==> src/rtl/bin_to_bcd_seq.sv <==
// Sequential double-dabble binary-to-BCD converter for the display path.
// Optional leading-zero blanking: define LEADING_ZERO_BLANK_EN.
module bin_to_bcd_seq #(
  parameter int WIDTH  = 8,
  parameter int DIGITS = 3
) (
  input  logic                  Clk,
  input  logic                  Rst,
  input  logic                  Start,
  input  logic [WIDTH-1:0]      Binary,
  output logic                  Busy,
  output logic                  Done,
  output logic [4*DIGITS-1:0]   BCD,
  output logic [DIGITS-1:0]     Blank
);

  localparam int BW = 4 * DIGITS;
  localparam int CW = $clog2(WIDTH + 1);

  typedef enum logic {
    IDLE,
    SHIFT
  } state_t;

  state_t          state_q, state_d;
  logic [WIDTH-1:0] shift_q, shift_d;
  logic [BW-1:0]   work_q, work_d;
  logic [CW-1:0]   cnt_q, cnt_d;
  logic [BW-1:0]   bcd_q, bcd_d;
  logic            done_q, done_d;

  logic [BW-1:0]    work_adj;
  logic [BW-1:0]    work_nxt;
  logic [WIDTH-1:0] shift_nxt;
  logic             last;

`ifdef LEADING_ZERO_BLANK_EN
  logic [DIGITS-1:0] blank_q, blank_d;

  // Digit i>0 is blank when it and every higher digit are zero
  function automatic logic [DIGITS-1:0] blank_of(
    input logic [BW-1:0] v
  );
    logic [DIGITS-1:0] b;
    logic              upper_zero;
    b          = '0;
    upper_zero = 1'b1;
    for (int i = DIGITS - 1; i >= 1; i--) begin
      upper_zero = upper_zero && (v[4*i +: 4] == 4'd0);
      b[i]       = upper_zero;
    end
    return b;
  endfunction
`endif

  // Add-3 correction on every working digit that is 5 or more
  always_comb begin
    work_adj = '0;
    for (int i = 0; i < DIGITS; i++) begin
      if (work_q[4*i +: 4] >= 4'd5) begin
        work_adj[4*i +: 4] = work_q[4*i +: 4] + 4'd3;
      end else begin
        work_adj[4*i +: 4] = work_q[4*i +: 4];
      end
    end
  end

  // One-bit left shift of the {working BCD, shift register} pair
  always_comb begin
    work_nxt  = {work_adj[BW-2:0], shift_q[WIDTH-1]};
    shift_nxt = shift_q << 1;
    last      = (cnt_q == CW'(WIDTH - 1));
  end

  // Next-state and datapath control
  always_comb begin
    state_d = state_q;
    shift_d = shift_q;
    work_d  = work_q;
    cnt_d   = cnt_q;
    bcd_d   = bcd_q;
    done_d  = 1'b0;
`ifdef LEADING_ZERO_BLANK_EN
    blank_d = blank_q;
`endif
    unique case (state_q)
      IDLE: begin
        if (Start) begin
          shift_d = Binary;
          work_d  = '0;
          cnt_d   = '0;
          state_d = SHIFT;
        end
      end
      SHIFT: begin
        shift_d = shift_nxt;
        work_d  = work_nxt;
        cnt_d   = cnt_q + CW'(1);
        if (last) begin
          bcd_d   = work_nxt;
          done_d  = 1'b1;
          state_d = IDLE;
`ifdef LEADING_ZERO_BLANK_EN
          blank_d = blank_of(work_nxt);
`endif
        end
      end
    endcase
  end

  // State and datapath registers with synchronous reset
  always_ff @(posedge Clk) begin
    if (Rst) begin
      state_q <= IDLE;
      shift_q <= '0;
      work_q  <= '0;
      cnt_q   <= '0;
      bcd_q   <= '0;
      done_q  <= 1'b0;
    end else begin
      state_q <= state_d;
      shift_q <= shift_d;
      work_q  <= work_d;
      cnt_q   <= cnt_d;
      bcd_q   <= bcd_d;
      done_q  <= done_d;
    end
  end

`ifdef LEADING_ZERO_BLANK_EN
  // Blank mask register; reset shows a single "0"
  always_ff @(posedge Clk) begin
    if (Rst) begin
      blank_q <= blank_of('0);
    end else begin
      blank_q <= blank_d;
    end
  end

  assign Blank = blank_q;
`else
  assign Blank = '0;
`endif

  assign Busy = (state_q == SHIFT);
  assign Done = done_q;
  assign BCD  = bcd_q;

endmodule

==> config.mk <==
export PLATFORM = sky130hd
export DESIGN_NAME = bin_to_bcd_seq
export DESIGN_NICKNAME = d
export VERILOG_FILES = /design/src/rtl/bin_to_bcd_seq.sv
export SDC_FILE = /design/constraint.sdc
export NUM_CORES = 1
export LEC_CHECK = 0
export BUFFER_PORTS_ARGS = -buffer_cell sky130_fd_sc_hd__buf_4
export CORE_ASPECT_RATIO = 0.6
export CORE_UTILIZATION = 55
export DETAILED_ROUTE_END_ITERATION = 8
export GPL_TIMING_DRIVEN = 0
export PLACE_DENSITY = 0.8
export SLEW_MARGIN = 15
export SYNTH_ARGS = -nofsm -noshare
export SYNTH_HDL_FRONTEND = slang
export SYNTH_SLANG_ARGS = --single-unit
==> constraint.sdc <==
create_clock -name Clk -period 1.8 [get_ports Clk]
set_input_delay 0.27 -clock Clk [delete_from_list [all_inputs] [get_ports Clk]]
set_output_delay 0.27 -clock Clk [all_outputs]
set_load 0.01 [all_outputs]
# Yosys cells after proc, flatten, opt, wreduce, memory -nomap -nowiden

Index checks and enable logic that the tools add are counted.

Add/sub/neg operators: 4
Reduce and logical (&&, ||, !) cells: 2
Magnitude comparators: 3
Mux-type cells: 13
Equal/unequal tests: 2
Bitwise gates (word level): 1

Operators with widths:

| operator            | count |
|---|---|
| $pmux 12 s2         | 1 |
| $pmux 8 s2          | 1 |
| $ge 4x3->1 const B  | 3 |
| $mux 12             | 1 |
| $mux 4              | 3 |
| $add 4x2->4 const B | 2 |
| $mux 8              | 1 |
| $pmux 4 s2          | 1 |
| $add 4x1->4 const B | 1 |
| $eq 4x3->1 const B  | 1 |
| $add 3x2->3 const B | 1 |
| $mux 1              | 3 |
| $mux 3              | 1 |
| $ne 2x2->1 const B  | 1 |
| $pmux 1 s2          | 1 |
| $reduce_and 2->1    | 1 |
| $reduce_or 2->1     | 1 |
| $not 1->1           | 1 |

Logic and storage cells: 31
Bits in registers: 38
Input bits: 11
Output and inout bits: 17

# Depth between registers and ports, before layout

Gate-level depths: netlist (run 1).

Depth in word-level cells: 3
Mapped depth: 6
Depth with buffers taken out: 6

# Worst setup path after synthesis (run 1)

No wires, ideal clock.

Kind: register to register
Start: reg work_q[0]
End: reg work_q[1]
Required time: 1.683 ns
Arrival time: 1.218 ns
Cell stages (with the launch flop): 7
Period minus slack after synthesis: 1.335 ns
Buffers on the path: 0
Path slack: 0.465 ns
Setup time: 0.117 ns
Cells stage by stage: dfxtp_1 -> inv_1 -> ha_1 -> nand2b_1 -> a21o_1 -> xnor2_1 -> a32o_1

Cells in the longest elaborated chain, start to end: 3
Elaborated cells between the ends (all ways): 4
Those cells by class: add/sub (1); order compare (1); mux (2)

Ends and longest elaborated chain:

| element                                          | line   | RTL |
|---|---|---|
| start, declared                                  | 27     | `logic [BW-1:0] work_q, work_d;` |
| start signal, assigned                           | 123    | `work_q <= work_d;` |
| $add 4x2->4 / $ge 4x3->1 (equally long branches) | 61, 60 |  |
| $mux 4 (*)                                       | 60     | `if (work_q[4*i +: 4] >= 4'd5) begin` |
| $pmux 12 s2 (*)                                  | 86     | `unique case (state_q)` |

Every way passes the cells marked *; elsewhere a longest branch is shown, timed or not.
A chain may end at the register's enable or synchronous reset.

# Worst setup path after layout (run 1)

Start: reg work_q[0]
End: reg work_q[2]

The elaborated chain is that of the path after synthesis.

==> impl_metrics.toml, run 1 <==
[status]
status = "finished clean"

[cells_and_area]
fin_cells = 257
final_nets = 233
nFillCells = 238
synthToLayoutAreaGrowth_pct = 18.58
multi_input_area_um2 = 842.1
n_antenna_cell = 0
seqCellArea_um2 = 760.7
drive_gt1_share_pct = 21.40

[logic_synthesis]
syn_area_mm2 = 0.001704
ys_ff_latch = 38
synth.avg_cell_area_um2 = 9.363
yosys_warnings = 0
syn-instance-count = 182
synthTopCellsByArea = "dfxtp_1, mux2i_1, a21oi_1"
yosysTopAreaCellShare_pct = 44.64
synthDistinctLibCells = 32
synth_seq_area_share_pct = 44.64
yosysTopAreaCell = "dfxtp_1"

[pwr]
leakage_nw = 0.8467
finalPower_mw = 1.547
irDropWorstVdd_uv = 469.9
p_per_area_mw_per_mm2 = 765.5

[clock_network]
cts-resized-gates = 0
clock_path_buffers = 2
cts_hold_buf = 0
cts_buffers = 5
cts_sinks = 38
clkSlewWorstSetupHoldPaths_ps = 70
post_cts_buffers = 0
cts_tree = "done"
htree_levels = 2
clock_latency_ps = 290
cts_root_buf = "clkbuf_8"

[timing]
max_freq_ghz = 0.6391
fin_tns_setup_ps = 0
max_slew_margin_pct = 65.41
worstMarginPinSlew_ps = 516.9
rsz0062_at_grt = "false"
fin_crit_ps = 1565
setup_slack_ps = 235.3
post-route-period-util_pct = 86.93
fin_skew_ps = 8.140
finalSetupViolCount = 0
maxSlewViolCount = 0
hold_violations = 0

[job]
maxCapViolCount = 0

[drt]
num_vias = 1474
drc = 0
detail-route-antenna-nets = 0
wl_um = 3722
via_per_inst = 5.735
routedWlPerCell_um = 14.48
first_pass_iters = 4
drt_iter0_drc = 83

[grt]
antenna_found_initial = 0
grt_pass1_vias = 1332
grt_pass1_wl_um = 5775
grt.total_usage_pct = 24.14
grt_overflow = 0
grt_max_degree = 11

[floorplanning]
initial_core_util_pct = 58.58
core_area_mm2 = 0.002909
rows = 15
ios = 28
dieArea_mm2 = 0.003332
die_y_um = 45.12
die_w_um = 73.86

[place]
dp.cells = 250
port-buffer-count = 24
dp_hpwl_um = 2703
post-place-ws_ps = 244.2
gp_congestion = 0.7824

[critical_path]
reg2reg_to = "work_q[2]"
crit_path_end_kind = "flip-flop"
rrSetupSlack_ps = 240
cp_top_family = "flip-flops"
crit_chain = "inv_1, ha_1, nand2b_1, a21o_1, mux2i_1, a32o_1"
cp.arrival_ps = 1790
crit_buf_inv = 1
crit_type = "flip-flop to flip-flop"
crit_path_top_delay_cell = "dfxtp_1"
critical-path-max-stage-delay_ps = 360
critPathLaunchType = "flip-flop"
cp.required_ps = 2020
worstRegToRegCells = 6
path_max_fanout = 5
r2r_start = "work_q[0]"

[min_path]
hold_end = "shift_q[0]"
holdPathStages = 3
hold_start = "Binary[0]"
hp-class = "input pin to flip-flop"
-- layer usage --
metal | up-vias | track usage (%) | part of all wire, %
li1 | 704 | - | -
met1 | 700 | 31.34 | 45
met2 | 63 | 37.43 | 44
met3 | 7 | 6.473 | 8.8
met4 | 0 | 12.69 | 1.6
met5 | - | 0 | 0
-- power by group --
group | leakage, nW | switching [mW] | total (mW) | internal [mW]
Clock | 0.0383 | 0.277 | 0.543 | 0.267
Combinational | 0.501 | 0.0787 | 0.137 | 0.0582
Sequential | 0.308 | 0.0107 | 0.867 | 0.856
-- tightest hold or removal path: stages --
cell and delay (ps):
buf_4 70, mux2i_1 50, nor3_1 130
-- cells by family after synthesis --
| group | share of synthesized area [%] |
|---|---|
| xor gates and xnor gates | 1.542 |
| and+or+nand+nor | 16.08 |
| adders and majority gates | 5.139 |
| AOI/OAI and AO/OA | 18.94 |
| muxes | 7.049 |
| DFF | 44.64 |
| buffers and inverters | 6.387 |
| other | 0.2201 |
-- layout make-up --
class	instances	area share, %
Buffer	11	3.653
Tap cell	42	2.601
Clock buffer	7	3.777
Sequential cell	38	37.65
Multi-Input combinational cell	126	41.67
Timing Repair Buffer	24	8.916
Inverter	9	1.734
-- flip-flops by register name, summed over array words and instances, names as in the netlist --
signal   count
Busy         1
work_q      12
cnt_q        4
BCD         12
shift_q      8
Done         1
-- worst max path at each step --
stage | slack [ps] | cells past startpoint | start | endpoint
3_5_place_dp | 240 | 6 | work_q[0] | work_q[2]
2_1_floorplan | 460 | 6 | work_q[0] | work_q[1]
4_1_cts | 220 | 6 | work_q[0] | work_q[2]
3_3_place_gp | 370 | 6 | work_q[0] | work_q[2]
6_report | 240 | 6 | work_q[0] | work_q[2]
5_1_grt | 140 | 6 | work_q[0] | work_q[2]
-- cell usage in the layout (no fill, tap or decap), types with 2 or more instances in the layout --
cell	netlist	layout
nand3_1	5	5
dfxtp_1	38	38
clkbuf_8	0	5
buf_4	5	29
ha_1	7	7
conb_1	1	3
nor3_1	6	6
mux2i_1	12	12
a21o_1	2	2
a32o_1	6	6
a22o_1	7	7
nor3b_1	7	7
nor2_1	18	18
clkbuf_1	0	2
nand2b_1	4	4
a21oi_1	19	19
o21ai_0	3	3
buf_2	5	5
inv_1	8	8
xnor2_1	3	3
o21ai_1	9	9
nand2_1	5	5
-- Yosys cell counts --
| cell | n |
|---|---|
| a21oi_2 | 1 |
| xnor2_1 | 3 |
| a22o_1 | 7 |
| a21o_1 | 2 |
| nand4b_1 | 1 |
| ha_1 | 7 |
| o21ai_1 | 9 |
| o21ai_0 | 3 |
| inv_1 | 8 |
| a41oi_1 | 1 |
| nor2_1 | 18 |
| buf_6 | 1 |
| nor2b_4 | 1 |
| nor2_2 | 1 |
| buf_2 | 5 |
| nand3_1 | 5 |
| nand2b_1 | 4 |
| conb_1 | 1 |
| dfxtp_1 | 38 |
| a32o_1 | 6 |
| nor2b_1 | 1 |
| nor3_1 | 6 |
| nor2_4 | 1 |
| buf_4 | 5 |
| a31oi_1 | 1 |
| nand2_1 | 5 |
| nor3b_1 | 7 |
| or2_4 | 1 |
| a211oi_1 | 1 |
| a21oi_1 | 19 |
| mux2i_1 | 12 |
| clkinv_2 | 1 |
-- metrics by stage --
stage / area, µm² / utilization [%] / hold slack [ps]
floorplan: 1712 / - / 413.0
global placement: 1944 / 66.84 / 438.7
detailed placement: 1944 / 66.84 / 445.8
CTS: 2021 / 69.46 / 293.5
global route: 2021 / 69.46 / 341.5
finish: 2021 / 69.46 / 290.2
Note: power is estimated with default switching activity, not from simulation.
==> run 2, diff against run 1 <==
CORE_UTILIZATION = 50   (was 55)
PLACE_DENSITY = 0.74   (was 0.8)
==> run 2 against run 1 <==
  * Sequential power barely moved
  * Final cell count is 0.39% higher
  * Final area is 3.3% higher
  * Sequential share of layout area down 1.2 points
  * Register-to-register slack got worse by 30 ps
  * Worst setup slack got worse by 27 ps
  * First-iteration DRC count is 27% higher
  * Clock-buffer cell count shrank 1
  * Global-route usage is 1.1 points lower
  * Critical endpoint is now BCD[2]
  * Largest power group is now the clock network
==> impl_metrics.toml, run 2 (same netlist as run 1, synthesis figures left out) <==
[critical_path]
path_max_fanout = 5
cp.required_ps = 2050
worstRegToRegCells = 6
reg2reg_to = "BCD[2]"
critPathLaunchType = "flip-flop"
r2r_start = "work_q[0]"
crit_type = "flip-flop to flip-flop"
rrSetupSlack_ps = 210
cp.arrival_ps = 1840
crit_path_end_kind = "flip-flop"

[clock_network]
clkSlewWorstSetupHoldPaths_ps = 70
post_cts_buffers = 0
cts_hold_buf = 0
cts_root_buf = "clkbuf_8"
cts_buffers = 5
cts_sinks = 38
clock_path_buffers = 2
htree_levels = 2
cts_tree = "done"
cts-resized-gates = 0
clock_latency_ps = 300

[floorplanning]
die_w_um = 77.37
dieArea_mm2 = 0.003653
ios = 28
initial_core_util_pct = 55.71
rows = 15
core_area_mm2 = 0.003059
die_y_um = 47.22

[grt]
antenna_found_initial = 0
grt_overflow = 0
grt_max_degree = 13
grt.total_usage_pct = 23.00
grt_pass1_vias = 1222
grt_pass1_wl_um = 6044

[drt]
drt_iter0_drc = 105
route.top_layer_used = "met4"
route.met3.wl_um = 271
via_per_inst = 5.500
drc = 0
wl_met1_um = 1917
wl_um = 3824
wl_met2_um = 1603
num_vias = 1419
first_pass_iters = 4
routedWlPerCell_um = 14.82
detail-route-antenna-nets = 0

[timing]
rsz0062_at_grt = "false"
fin_tns_setup_ps = 0
fin_skew_ps = 7.599
maxSlewViolCount = 0
finalSetupViolCount = 0
max_freq_ghz = 0.6284
post-route-period-util_pct = 88.41
max_slew_margin_pct = 66.86
hold_violations = 0
fin_crit_ps = 1591
worstMarginPinSlew_ps = 495.3

[cells_and_area]
multi_input_area_um2 = 842.1
final_cell_area_mm2 = 0.002087
mostFrequentLayoutCell = "dfxtp_1"
post-route-util_pct = 68.22
final_cell_mix = "dfxtp_1, buf_4, a21oi_1, nor2_1, mux2i_1"
nFillCells = 254
drive_gt1_share_pct = 22.69
final_nets = 233
seqCellArea_um2 = 760.7
n_antenna_cell = 0
synthToLayoutAreaGrowth_pct = 22.47

[status]
status = "finished clean"

[min_path]
holdPathStages = 3
hold_end = "shift_q[0]"
hp-class = "input pin to flip-flop"
hold_start = "Binary[0]"

[place]
gp_congestion = 0.7712
port-buffer-count = 24
dp_hpwl_um = 2694
placed_cell_area_mm2 = 0.001944

[job]
maxCapViolCount = 0

[pwr]
leakage_nw = 0.8798
irDropWorstVdd_uv = 713.8
p_per_area_mw_per_mm2 = 917.2
==> run 2: cell types whose count changed in the layout (fill, tap and decap cells not counted), sizes merged <==
cell / change
bufinv: +2
clkbuf: -1
==> run 2: layout make-up <==
class                           count  area share [%]
Buffer                             11           3.537
Timing Repair Buffer               24           8.633
Tap cell                           42           2.518
Sequential cell                    38           36.45
Clock buffer                        6           3.957
Clock inverter                      2           2.878
Inverter                            9           1.679
Multi-Input combinational cell    126           40.35
==> run 2: through the flow <==
stage | instances | total power, mW | worst slack (ps) | hold WS (ps)
2_1_floorplan | 184 | 0.9745 | 464.9 | 413.0
3_3_place_gp | 250 | 1.016 | 364.7 | 439.4
3_5_place_dp | 250 | 1.023 | 271.0 | 443.7
4_1_cts | 258 | 1.911 | 252.4 | 282.0
5_1_grt | 258 | 1.957 | 143.3 | 315.1
6_report | 258 | 1.914 | 208.6 | 276.5
==> run 2: worst max-delay path by stage <==
stage	from	to	cells past startpoint
after floorplan	work_q[0]	work_q[1]	6
after global placement	work_q[0]	work_q[2]	6
after detailed placement	work_q[0]	BCD[2]	6
after CTS	work_q[0]	BCD[2]	6
after global routing	work_q[0]	work_q[2]	6
final	work_q[0]	BCD[2]	6
==> run 2: worst max-delay path: stages, from the launching register on <==
cell      delay (ps)
dfxtp_1          360
inv_1            100
ha_1             280
nand2b_1         120
a21o_1           160
mux2i_1          340
a22o_1           180
==> run 2: power breakdown <==
group | total (mW) | switching [mW] | internal (mW)
Clock | 0.907 | 0.316 | 0.591
Sequential | 0.867 | 0.0118 | 0.856
Combinational | 0.140 | 0.0816 | 0.0582
Total | 1.91 | 0.409 | 1.50
==> run 2: metal layers <==
layer	vias to the layer above	global-route usage, %
li1	705	-
met1	669	31.30
met2	40	35.93
met3	5	5.825
met4	0	9.057
met5	-	0
